`config.mk`:
```
export PLATFORM = sky130hd
export DESIGN_NAME = div_nrest_arbiter
export DESIGN_NICKNAME = d
export VERILOG_FILES = /design/src/rtl/div_nrest_arbiter_pkg.sv /design/src/rtl/div_nrest_arbiter_rr_pick.sv /design/src/rtl/div_nrest_arbiter.sv
export SDC_FILE = /design/constraint.sdc
export NUM_CORES = 1
export LEC_CHECK = 0
export ABC_AREA = 0
export CORE_MARGIN = 4
export CORE_UTILIZATION = 44
export DETAILED_ROUTE_END_ITERATION = 6
export GPL_TIMING_DRIVEN = 0
export PLACE_DENSITY = 0.77
export RECOVER_POWER = 100
export REMOVE_ABC_BUFFERS = 1
export SYNTH_ARGS = -nofsm -noshare
export SYNTH_HDL_FRONTEND = slang
export SYNTH_HIERARCHICAL = 1
export SYNTH_SLANG_ARGS = --single-unit
```
`constraint.sdc`:
```
create_clock -name clk -period 5.04 [get_ports clk]
set_clock_uncertainty 0.2 [all_clocks]
set_input_delay 1.008 -clock clk [delete_from_list [all_inputs] [get_ports clk]]
set_output_delay 1.008 -clock clk [all_outputs]
set_load 0.03 [all_outputs]
```
`src/rtl/div_nrest_arbiter_pkg.sv`:
```
// Shared definitions for the divider arbiter: FSM states, divide-by-zero
// quotient constant and the one-hot to index helper.
package div_nrest_arbiter_pkg;

    typedef enum logic [2:0] {
        S_IDLE   = 3'd0,
        S_ARB    = 3'd1,
        S_LAUNCH = 3'd2,
        S_WAIT   = 3'd3,
        S_RESP   = 3'd4
    } state_e;

    // Widest supported operand / requester count; users truncate with N'(...)
    localparam int unsigned MAX_W   = 64;
    localparam int unsigned MAX_REQ = 32;

    localparam logic [MAX_W-1:0] DIV0_QUOT = '1;

    function automatic int unsigned onehot_to_idx(input logic [MAX_REQ-1:0] oh);
        int unsigned idx;
        idx = 0;
        for (int unsigned i = 0; i < MAX_REQ; i++) begin
            if (oh[i]) idx = i;
        end
        return idx;
    endfunction

endpackage

```
`src/rtl/div_nrest_arbiter_rr_pick.sv`:
```
// Combinational round-robin picker: first set request at or after rr_ptr_i,
// wrapping at NREQ.
module div_nrest_arbiter_rr_pick
    import div_nrest_arbiter_pkg::*;
#(
    parameter int unsigned NREQ = 4,
    localparam int unsigned IW  = $clog2(NREQ)
) (
    input  logic [NREQ-1:0] req_i,
    input  logic [IW-1:0]   rr_ptr_i,
    output logic [NREQ-1:0] win_o,
    output logic [IW-1:0]   win_idx_o,
    output logic            any_o
);

    logic found;

    always_comb begin
        found = 1'b0;
        win_o = '0;
        for (int unsigned k = 0; k < NREQ; k++) begin
            if (!found && req_i[IW'((32'(rr_ptr_i) + k) % NREQ)]) begin
                win_o[IW'((32'(rr_ptr_i) + k) % NREQ)] = 1'b1;
                found = 1'b1;
            end
        end
    end

    assign win_idx_o = IW'(onehot_to_idx(MAX_REQ'(win_o)));
    assign any_o     = |req_i;

endmodule

```
`src/rtl/div_nrest_arbiter.sv`:
```
// Shares one non-restoring divider among NREQ requesters with round-robin
// arbitration, divide-by-zero short-circuit and a hung-divider timeout.
module div_nrest_arbiter
    import div_nrest_arbiter_pkg::*;
#(
    parameter int unsigned NREQ    = 4,
    parameter int unsigned N       = 8,
    parameter int unsigned TIMEOUT = 64
) (
    input  logic              clk,
    input  logic              rst_n,
    input  logic [NREQ-1:0]   req,
    input  logic [NREQ*N-1:0] dividend,
    input  logic [NREQ*N-1:0] divisor,
    output logic [NREQ-1:0]   gnt,
    output logic [NREQ-1:0]   rsp_valid,
    output logic [N-1:0]      quotient,
    output logic [N-1:0]      remainder,
    output logic              err,
    output logic              busy,
    output logic              div_start,
    output logic [N-1:0]      div_dividend,
    output logic [N-1:0]      div_divisor,
    input  logic              div_done,
    input  logic [N-1:0]      div_quotient,
    input  logic [N-1:0]      div_remainder
);

    localparam int unsigned IW = $clog2(NREQ);
    localparam int unsigned CW = $clog2(TIMEOUT + 1);

    state_e          state_q, state_d;
    logic [NREQ-1:0] gnt_q, gnt_d;
    logic [NREQ-1:0] rsp_q, rsp_d;
    logic [N-1:0]    quot_q, quot_d;
    logic [N-1:0]    rem_q, rem_d;
    logic            err_q, err_d;
    logic            busy_q, busy_d;
    logic            start_q, start_d;
    logic [N-1:0]    opa_q, opa_d;
    logic [N-1:0]    opb_q, opb_d;
    logic [IW-1:0]   owner_q, owner_d;
    logic [IW-1:0]   rr_ptr_q, rr_ptr_d;
    logic [CW-1:0]   cnt_q, cnt_d, cnt_inc;

    logic [N-1:0]    dvd_arr [NREQ];
    logic [N-1:0]    dvs_arr [NREQ];
    logic [NREQ-1:0] win;
    logic [IW-1:0]   win_idx;
    logic            any;

    for (genvar g = 0; g < NREQ; g++) begin : g_slice
        assign dvd_arr[g] = dividend[g*N +: N];
        assign dvs_arr[g] = divisor[g*N +: N];
    end

    div_nrest_arbiter_rr_pick #(.NREQ(NREQ)) u_rr_pick (
        .req_i     (req),
        .rr_ptr_i  (rr_ptr_q),
        .win_o     (win),
        .win_idx_o (win_idx),
        .any_o     (any)
    );

    // Saturating wait counter so a stuck divider never wraps back below TIMEOUT
    assign cnt_inc = (cnt_q == CW'(TIMEOUT)) ? cnt_q : cnt_q + CW'(1);

    always_comb begin
        state_d  = state_q;
        gnt_d    = gnt_q;
        rsp_d    = '0;
        quot_d   = quot_q;
        rem_d    = rem_q;
        err_d    = err_q;
        start_d  = 1'b0;
        opa_d    = opa_q;
        opb_d    = opb_q;
        owner_d  = owner_q;
        rr_ptr_d = rr_ptr_q;
        cnt_d    = cnt_q;

        unique case (state_q)
            S_IDLE: begin
                if (any) begin
                    state_d = S_ARB;
                    gnt_d   = win;
                    owner_d = win_idx;
                    opa_d   = dvd_arr[win_idx];
                    opb_d   = dvs_arr[win_idx];
                end
            end
            S_ARB: begin
                if (opb_q == '0) begin
                    state_d = S_RESP;
                    quot_d  = N'(DIV0_QUOT);
                    rem_d   = opa_q;
                    err_d   = 1'b1;
                    rsp_d   = gnt_q;
                end else begin
                    state_d = S_LAUNCH;
                    start_d = 1'b1;
                end
            end
            S_LAUNCH: begin
                state_d = S_WAIT;
                cnt_d   = '0;
            end
            S_WAIT: begin
                cnt_d = cnt_inc;
                // A done arriving on the timeout cycle still delivers its result
                if (div_done) begin
                    state_d = S_RESP;
                    quot_d  = div_quotient;
                    rem_d   = div_remainder;
                    err_d   = 1'b0;
                    rsp_d   = gnt_q;
                end else if (cnt_inc == CW'(TIMEOUT)) begin
                    state_d = S_RESP;
                    quot_d  = '0;
                    rem_d   = '0;
                    err_d   = 1'b1;
                    rsp_d   = gnt_q;
                end
            end
            S_RESP: begin
                state_d  = S_IDLE;
                gnt_d    = '0;
                rr_ptr_d = (32'(owner_q) == NREQ - 1) ? '0 : owner_q + IW'(1);
            end
            default: begin
                state_d = S_IDLE;
                gnt_d   = '0;
            end
        endcase

        busy_d = (state_d != S_IDLE);
    end

    always_ff @(posedge clk or negedge rst_n) begin
        if (!rst_n) begin
            state_q  <= S_IDLE;
            gnt_q    <= '0;
            rsp_q    <= '0;
            quot_q   <= '0;
            rem_q    <= '0;
            err_q    <= 1'b0;
            busy_q   <= 1'b0;
            start_q  <= 1'b0;
            opa_q    <= '0;
            opb_q    <= '0;
            owner_q  <= '0;
            rr_ptr_q <= '0;
            cnt_q    <= '0;
        end else begin
            state_q  <= state_d;
            gnt_q    <= gnt_d;
            rsp_q    <= rsp_d;
            quot_q   <= quot_d;
            rem_q    <= rem_d;
            err_q    <= err_d;
            busy_q   <= busy_d;
            start_q  <= start_d;
            opa_q    <= opa_d;
            opb_q    <= opb_d;
            owner_q  <= owner_d;
            rr_ptr_q <= rr_ptr_d;
            cnt_q    <= cnt_d;
        end
    end

    assign gnt          = gnt_q;
    assign rsp_valid    = rsp_q;
    assign quotient     = quot_q;
    assign remainder    = rem_q;
    assign err          = err_q;
    assign busy         = busy_q;
    assign div_start    = start_q;
    assign div_dividend = opa_q;
    assign div_divisor  = opb_q;

endmodule

```
* After elaboration in Yosys (flattened, before gate mapping)
Index checks and enable logic that the tools add are counted.
Word-level totals: memories 0, RAM bits 0, bits in read-only memories 0, output and inout bits 43, word-level logic and storage cells 121, bits in latches 0, register bits 57
Operators by class: eq/ne operators 10, multiplexer cells 59, multiply operators 0, bitwise logic cells 5, reductions and logical operators 20, shifts and indexed selects 0, add/sub/neg operators 5, div/mod/pow operators 0, magnitude comparators 9
Operators by type and width (count):
- $mux 8 | 9
- $bmux 8 s2 | 2
- $mux 4 | 8
- $pmux 8 s2 | 2
- $mux 1 | 17
- $pmux 4 s2 | 2
- $eq 7x7->1 const B | 2
- $pmux 7 s2 | 1
- $lt 2x3->1 const B | 4
- $mux 3 | 4
- $or 4x4->4 | 3
- $pmux 3 s4 | 1
- $bmux 1 s2 | 4
- $demux 1 s2 | 4
- $ge 2x1->1 const B | 4
- $logic_not 8->1 | 1
- $add 7x1->7 const B | 1
- $logic_and 1x1->1 | 7
- $mux 7 | 1
- $eq 3x2->1 const B | 2
- $mux 2 | 3
- $add 2x1->2 const B | 2
- $add 2x2->2 const B | 2
- $ne 2x2->1 const B | 2
- 16 further kinds | 20

* Longest topological paths before layout
word-level depth 19, depth in mapped cells 12, gate-level depth less buffers 9

* By module
Netlist, hierarchy kept.
By module, submodules not included:
- div_nrest_arbiter | instances 1, area each 2970.3 µm², cells an instance 259
- div_nrest_arbiter_rr_pick | instances 1, area each 365.4 µm², cells an instance 47

* Worst setup path before layout
Ideal clock, no wire load.
path type input-to-reg, from input req[2], to register opa_q[1] (netlist: div_dividend[1]), data arrival time 3.672 ns, data required time 4.715 ns, library setup time 0.125 ns, cell stages on the path 8, slack 1.044 ns, cells stage by stage mux4_2 > a211oi_2 > a221o_1 > o21bai_1 > clkbuf_1 > buf_2 > mux4_2 > mux2_2
RTL lines:
- start: declaration | RTL line div_nrest_arbiter.sv:12 | input logic [NREQ-1:0] req,
- $bmux 1 s2 | RTL line div_nrest_arbiter_rr_pick.sv:22 | if (!found && req_i[IW'((32'(rr_ptr_i) + k) % NREQ)]) begin
- $mux 1 (implied by the code) | RTL line div_nrest_arbiter_rr_pick.sv:22
- $mux 1 | RTL line div_nrest_arbiter_rr_pick.sv:22
- $logic_not 1->1 | RTL line div_nrest_arbiter_rr_pick.sv:22
- $logic_and 1x1->1 | RTL line div_nrest_arbiter_rr_pick.sv:22
- $mux 1 | RTL line div_nrest_arbiter_rr_pick.sv:22
- $logic_not 1->1 | RTL line div_nrest_arbiter_rr_pick.sv:22
- $logic_and 1x1->1 | RTL line div_nrest_arbiter_rr_pick.sv:22
- [... 2 more ...]
- $logic_and 1x1->1 | RTL line div_nrest_arbiter_rr_pick.sv:22
- $mux 4 * | RTL line div_nrest_arbiter_rr_pick.sv:22
- net win[3] | RTL line div_nrest_arbiter.sv:48 | logic [NREQ-1:0] win;
- $mux 2 * | RTL line div_nrest_arbiter_pkg.sv:23 | if (oh[i]) idx = i;
- net win_idx[0] | RTL line div_nrest_arbiter.sv:49 | logic [IW-1:0] win_idx;
- $not 2->3 (implied by the code) * | RTL line div_nrest_arbiter.sv:88 | opa_d = dvd_arr[win_idx];
- $bmux 8 s2 * | RTL line div_nrest_arbiter.sv:88
- $mux 8 (implied by the code) * (2 in a row) | RTL line div_nrest_arbiter.sv:88
- end signal: assignment | RTL line div_nrest_arbiter.sv:163 | opa_q <= opa_d;
- end: declaration | RTL line div_nrest_arbiter.sv:40 | logic [N-1:0] opa_q, opa_d;
The timed path passes the listed nets; every way through them passes the cells marked *. The select of a mux whose other input is x is not followed. A chain may end at the register's enable or synchronous reset.

* Worst setup path after layout
from input req[1], to register opb_q[1] (netlist: div_divisor[1])
On the way: word-level cells in the longest chain between the ends 19
RTL lines:
- $bmux 1 s2 | RTL line div_nrest_arbiter_rr_pick.sv:22
- $mux 1 (implied by the code) | RTL line div_nrest_arbiter_rr_pick.sv:22
- $mux 1 | RTL line div_nrest_arbiter_rr_pick.sv:22
- $logic_not 1->1 | RTL line div_nrest_arbiter_rr_pick.sv:22
- $logic_and 1x1->1 | RTL line div_nrest_arbiter_rr_pick.sv:22
- $mux 1 | RTL line div_nrest_arbiter_rr_pick.sv:22
- $logic_not 1->1 | RTL line div_nrest_arbiter_rr_pick.sv:22
- $logic_and 1x1->1 | RTL line div_nrest_arbiter_rr_pick.sv:22
- [... 3 more ...]
- $mux 4 * | RTL line div_nrest_arbiter_rr_pick.sv:22
- $mux 1 | RTL line div_nrest_arbiter_pkg.sv:23
- $mux 2 | RTL line div_nrest_arbiter_pkg.sv:23
- $mux 2 * | RTL line div_nrest_arbiter_pkg.sv:23
- net win_idx[0] | RTL line div_nrest_arbiter.sv:49
- $not 2->3 (implied by the code) * | RTL line div_nrest_arbiter.sv:89 | opb_d = dvs_arr[win_idx];
- $bmux 8 s2 * | RTL line div_nrest_arbiter.sv:89
- $mux 8 (implied by the code) * (2 in a row) | RTL line div_nrest_arbiter.sv:89
- end signal: assignment | RTL line div_nrest_arbiter.sv:164 | opb_q <= opb_d;
- end: declaration | RTL line div_nrest_arbiter.sv:41 | logic [N-1:0] opb_q, opb_d;
Marks and branches as above.

==> summary.md <==
* final hold vios: 0
* total instance count after detailed placement: 522
* cell count after synthesis: 306
* worst vdd ir: 0.292 mV
* maximum clock insertion buffer count: 2
* time the final worst path needs with I/O delays and setup: 4420 ps
* first-pass GRT wire length: 14,200 µm
* proportion of synthesized chip area in sequential cells: 42.8%
* Highest Clock Rate: 226 MHz
* routed vias: 2,921
* IO buf count: 129
* fraction of synthesis flops using an asynchronous set or reset pin: 100%
* postcts setup bufs: 0
* maximum number of pins on one net before global-route repair: 37
* total inserted antenna cells: 0
* total iterations of the first detailed-routing run: 5
* warnings from Yosys: 6
* instance area at placement: 4760 µm²
* HPWL after detailed placement: 6840 µm
* clk slew on worst S/H paths: 60 ps
* number of flip-flops and latches in the synthesized netlist: 57
* clk_lat worst skew: 340 ps
* share of cells above drive strength 1: 13.0%
* startpoint-to-endpoint class of the critical path: input port to flop
* crit share post-route: 87.7%
* mean instance size in the synthesized netlist: 10.9 µm²
* Place WS: 498 ps
* chip width: 95.1 µm
* TritonCTS clock tree: built
* static leakage: 1.98 nW
* number of gates resized after cts: 0
* cell chosen for the clock root: sky130_fd_sc_hd__clkbuf_8
* H-tree Lvls: 3
* last weighted congestion value of the routability-driven placer: 0.857
* via count normalized by instance count: 5.43
* area of the die: 9040 µm²
* final number of setup-violating endpoints: 0
* most common library cell in the layout ignoring fill and taps: sky130_fd_sc_hd__clkdlybuf4s50_1
* post-route design area: 4850 µm²
* detailed-route wire length: 8780 µm
* xor/xnor share of the synthesized area: 0.525%
* highest-count cells in the layout ignoring fill and taps: sky130_fd_sc_hd__clkdlybuf4s50_1, sky130_fd_sc_hd__dfrtp_1, sky130_fd_sc_hd__dlygate4sd3_1
* simple logic cell fraction of the synthesized area: 15.8%
* count of boundary I/O pins: 130
* number of antenna violations at the first check in global routing: 0
* crit path setup slack, layout: 621 ps
* synthesis-to-finish area growth: 45.3%
* Worst-Margin Slew: 1880 ps
* RSZ-0062 raised after global routing: false
* max-slew violation count: 37
* post-synthesis adder-cell area fraction: 3.75%
* number of nets in the layout: 531
* ANT nets after route: 0
* # Max-Cap Violations: 1
* kind of capture point of the worst setup path: flop
* Worst Setup Start Kind: input port
* class of the most critical hold timing path: flop to flop
* outcome: finished, violations left
* quantity of hold-fixing buffers added after cts: 0
* 1st-iter DRT viols: 121
* Slew headroom: -25.5%
* count of non-filler cells in the finished layout: 538
* Tot GR Track Use: 20.6%
* number of global-route vias before repair: 2,985
* TritonCTS Buffers: 9
* Power Density: 633 nW/µm²
* Req. time, crit path: 5070 ps
* Overflow after GRT: 0
* area fraction in compound gates after synthesis: 12.0%
* post-synthesis mux area share: 21.7%
* standard cell core area: 7290 µm²
* total power after layout: 3.07 mW
* arrival time at the worst endpoint: 4450 ps
* vertical die dimension: 95.1 µm
* largest family of logic cells by synthesized area: multiplexers
* DRC violations left: 0
* row cnt: 31
* effective utilization at floorplan: 45.7%
* Routed wire per std cell: 16.3 µm
* clock sinks: 57
* cell area after synthesis: 3340 µm²
* final core utilization: 66.5%
* violations in the final reports: max-capacitance violations, max-slew violations
* Synth cell types: 48
* most common flop cell mapped by yosys: sky130_fd_sc_hd__dfrtp_1
* Post-synth EDFFs: 0
* maximum fanout count along the critical path: 12
==> kinds of logic (layout without fill, tap and decap cells) <==
kind of cell	count (synthesis)	after routing
AOI/OAI and AO/OA	59	59
and+or+nand+nor	109	109
DFF	57	57
xor gates and xnor gates	2	2
buffers and inverters	24	157
muxes	45	45
adders and majority gates	10	10
==> flip-flops by register name, summed over array words and instances (netlist names), 2 cells and up <==
name / count
state_q: 3
div_divisor: 8
gnt: 4
rr_ptr_q: 2
rsp_valid: 4
div_dividend: 8
cnt_q: 7
remainder: 8
owner_q: 2
quotient: 8
==> synth_stat cells, types with 4 or more instances <==
library cell,number,share of area [%]
sky130_fd_sc_hd__a21oi_1,17,2.6
sky130_fd_sc_hd__and3_1,4,0.75
sky130_fd_sc_hd__clkbuf_1,8,0.90
sky130_fd_sc_hd__dfrtp_1,57,43
sky130_fd_sc_hd__ha_1,10,3.8
sky130_fd_sc_hd__inv_1,8,0.90
sky130_fd_sc_hd__mux2_1,6,2.0
sky130_fd_sc_hd__mux2_2,17,5.7
sky130_fd_sc_hd__mux2_4,4,1.8
sky130_fd_sc_hd__mux4_2,18,12
sky130_fd_sc_hd__nand2_1,34,3.8
sky130_fd_sc_hd__nand3_1,19,2.9
sky130_fd_sc_hd__nor2_1,29,3.3
sky130_fd_sc_hd__o21ai_0,7,1.1
sky130_fd_sc_hd__o21ai_1,15,2.3
==> worst max-delay path: stages <==
cell,delay (ps)
sky130_fd_sc_hd__dlygate4sd3_1,630
sky130_fd_sc_hd__mux4_2,550
sky130_fd_sc_hd__a211oi_1,470
sky130_fd_sc_hd__a221oi_1,210
sky130_fd_sc_hd__o21bai_2,540
sky130_fd_sc_hd__buf_16,230
sky130_fd_sc_hd__mux4_2,530
sky130_fd_sc_hd__mux2_2,270
==> where the power goes <==
part / internal (mW) / switching [mW]
Sequential: 0.650 / 0.154
Combinational: 0.906 / 0.977
Clock: 0.203 / 0.176
==> cell type report <==
class	count	area [µm²]
fill	613	2450
clock inverter	3	15.0
tap	99	124
sequential	57	1430
timing repair buffer	133	1340
multi-input combinational	225	1760
clock buffer	13	159
inverter	8	30.0
==> metrics by stage <==
| stage | TNS (ps) | hold slack, ps |
|---|---|---|
| global placement | -9940 | 268 |
| global route | 0 | 316 |
| CTS | 0 | 285 |
| detailed placement | 0 | 276 |
| floorplan | 0 | 252 |
| finish | 0 | 282 |
==> worst paths after layout <==
| check | from | end | slack, ps | depth (start not counted) |
|---|---|---|---|---|
| max | req[1] | div_divisor[1]$_DFFE_PN0P_ | 620 | 8 |
| min | owner_q[0]$_DFFE_PN0P_ | rr_ptr_q[0]$_DFFE_PN0N_ | 280 | 1 |
| max reg2reg | rr_ptr_q[0]$_DFFE_PN0N_ | div_divisor[1]$_DFFE_PN0P_ | 970 | 9 |
| min reg2reg | owner_q[0]$_DFFE_PN0P_ | rr_ptr_q[0]$_DFFE_PN0N_ | 280 | 1 |
| max in group asynchronous | rst_n | owner_q[0]$_DFFE_PN0P_ | 1690 | 2 |
| min in group asynchronous | rst_n | quotient[7]$_DFFE_PN0P_ | 650 | 1 |
==> layer usage <==
metal,global-route usage [%],wire [µm],share of wire [%],up-vias
met3,7.66,754,8.6,12
met2,36.2,4700,54,110
li1,-,-,-,1383
met5,0,0,0,-
met4,6.49,106,1.2,0
met1,23.0,3210,37,1416
Power figures use the tool's default switching activity.
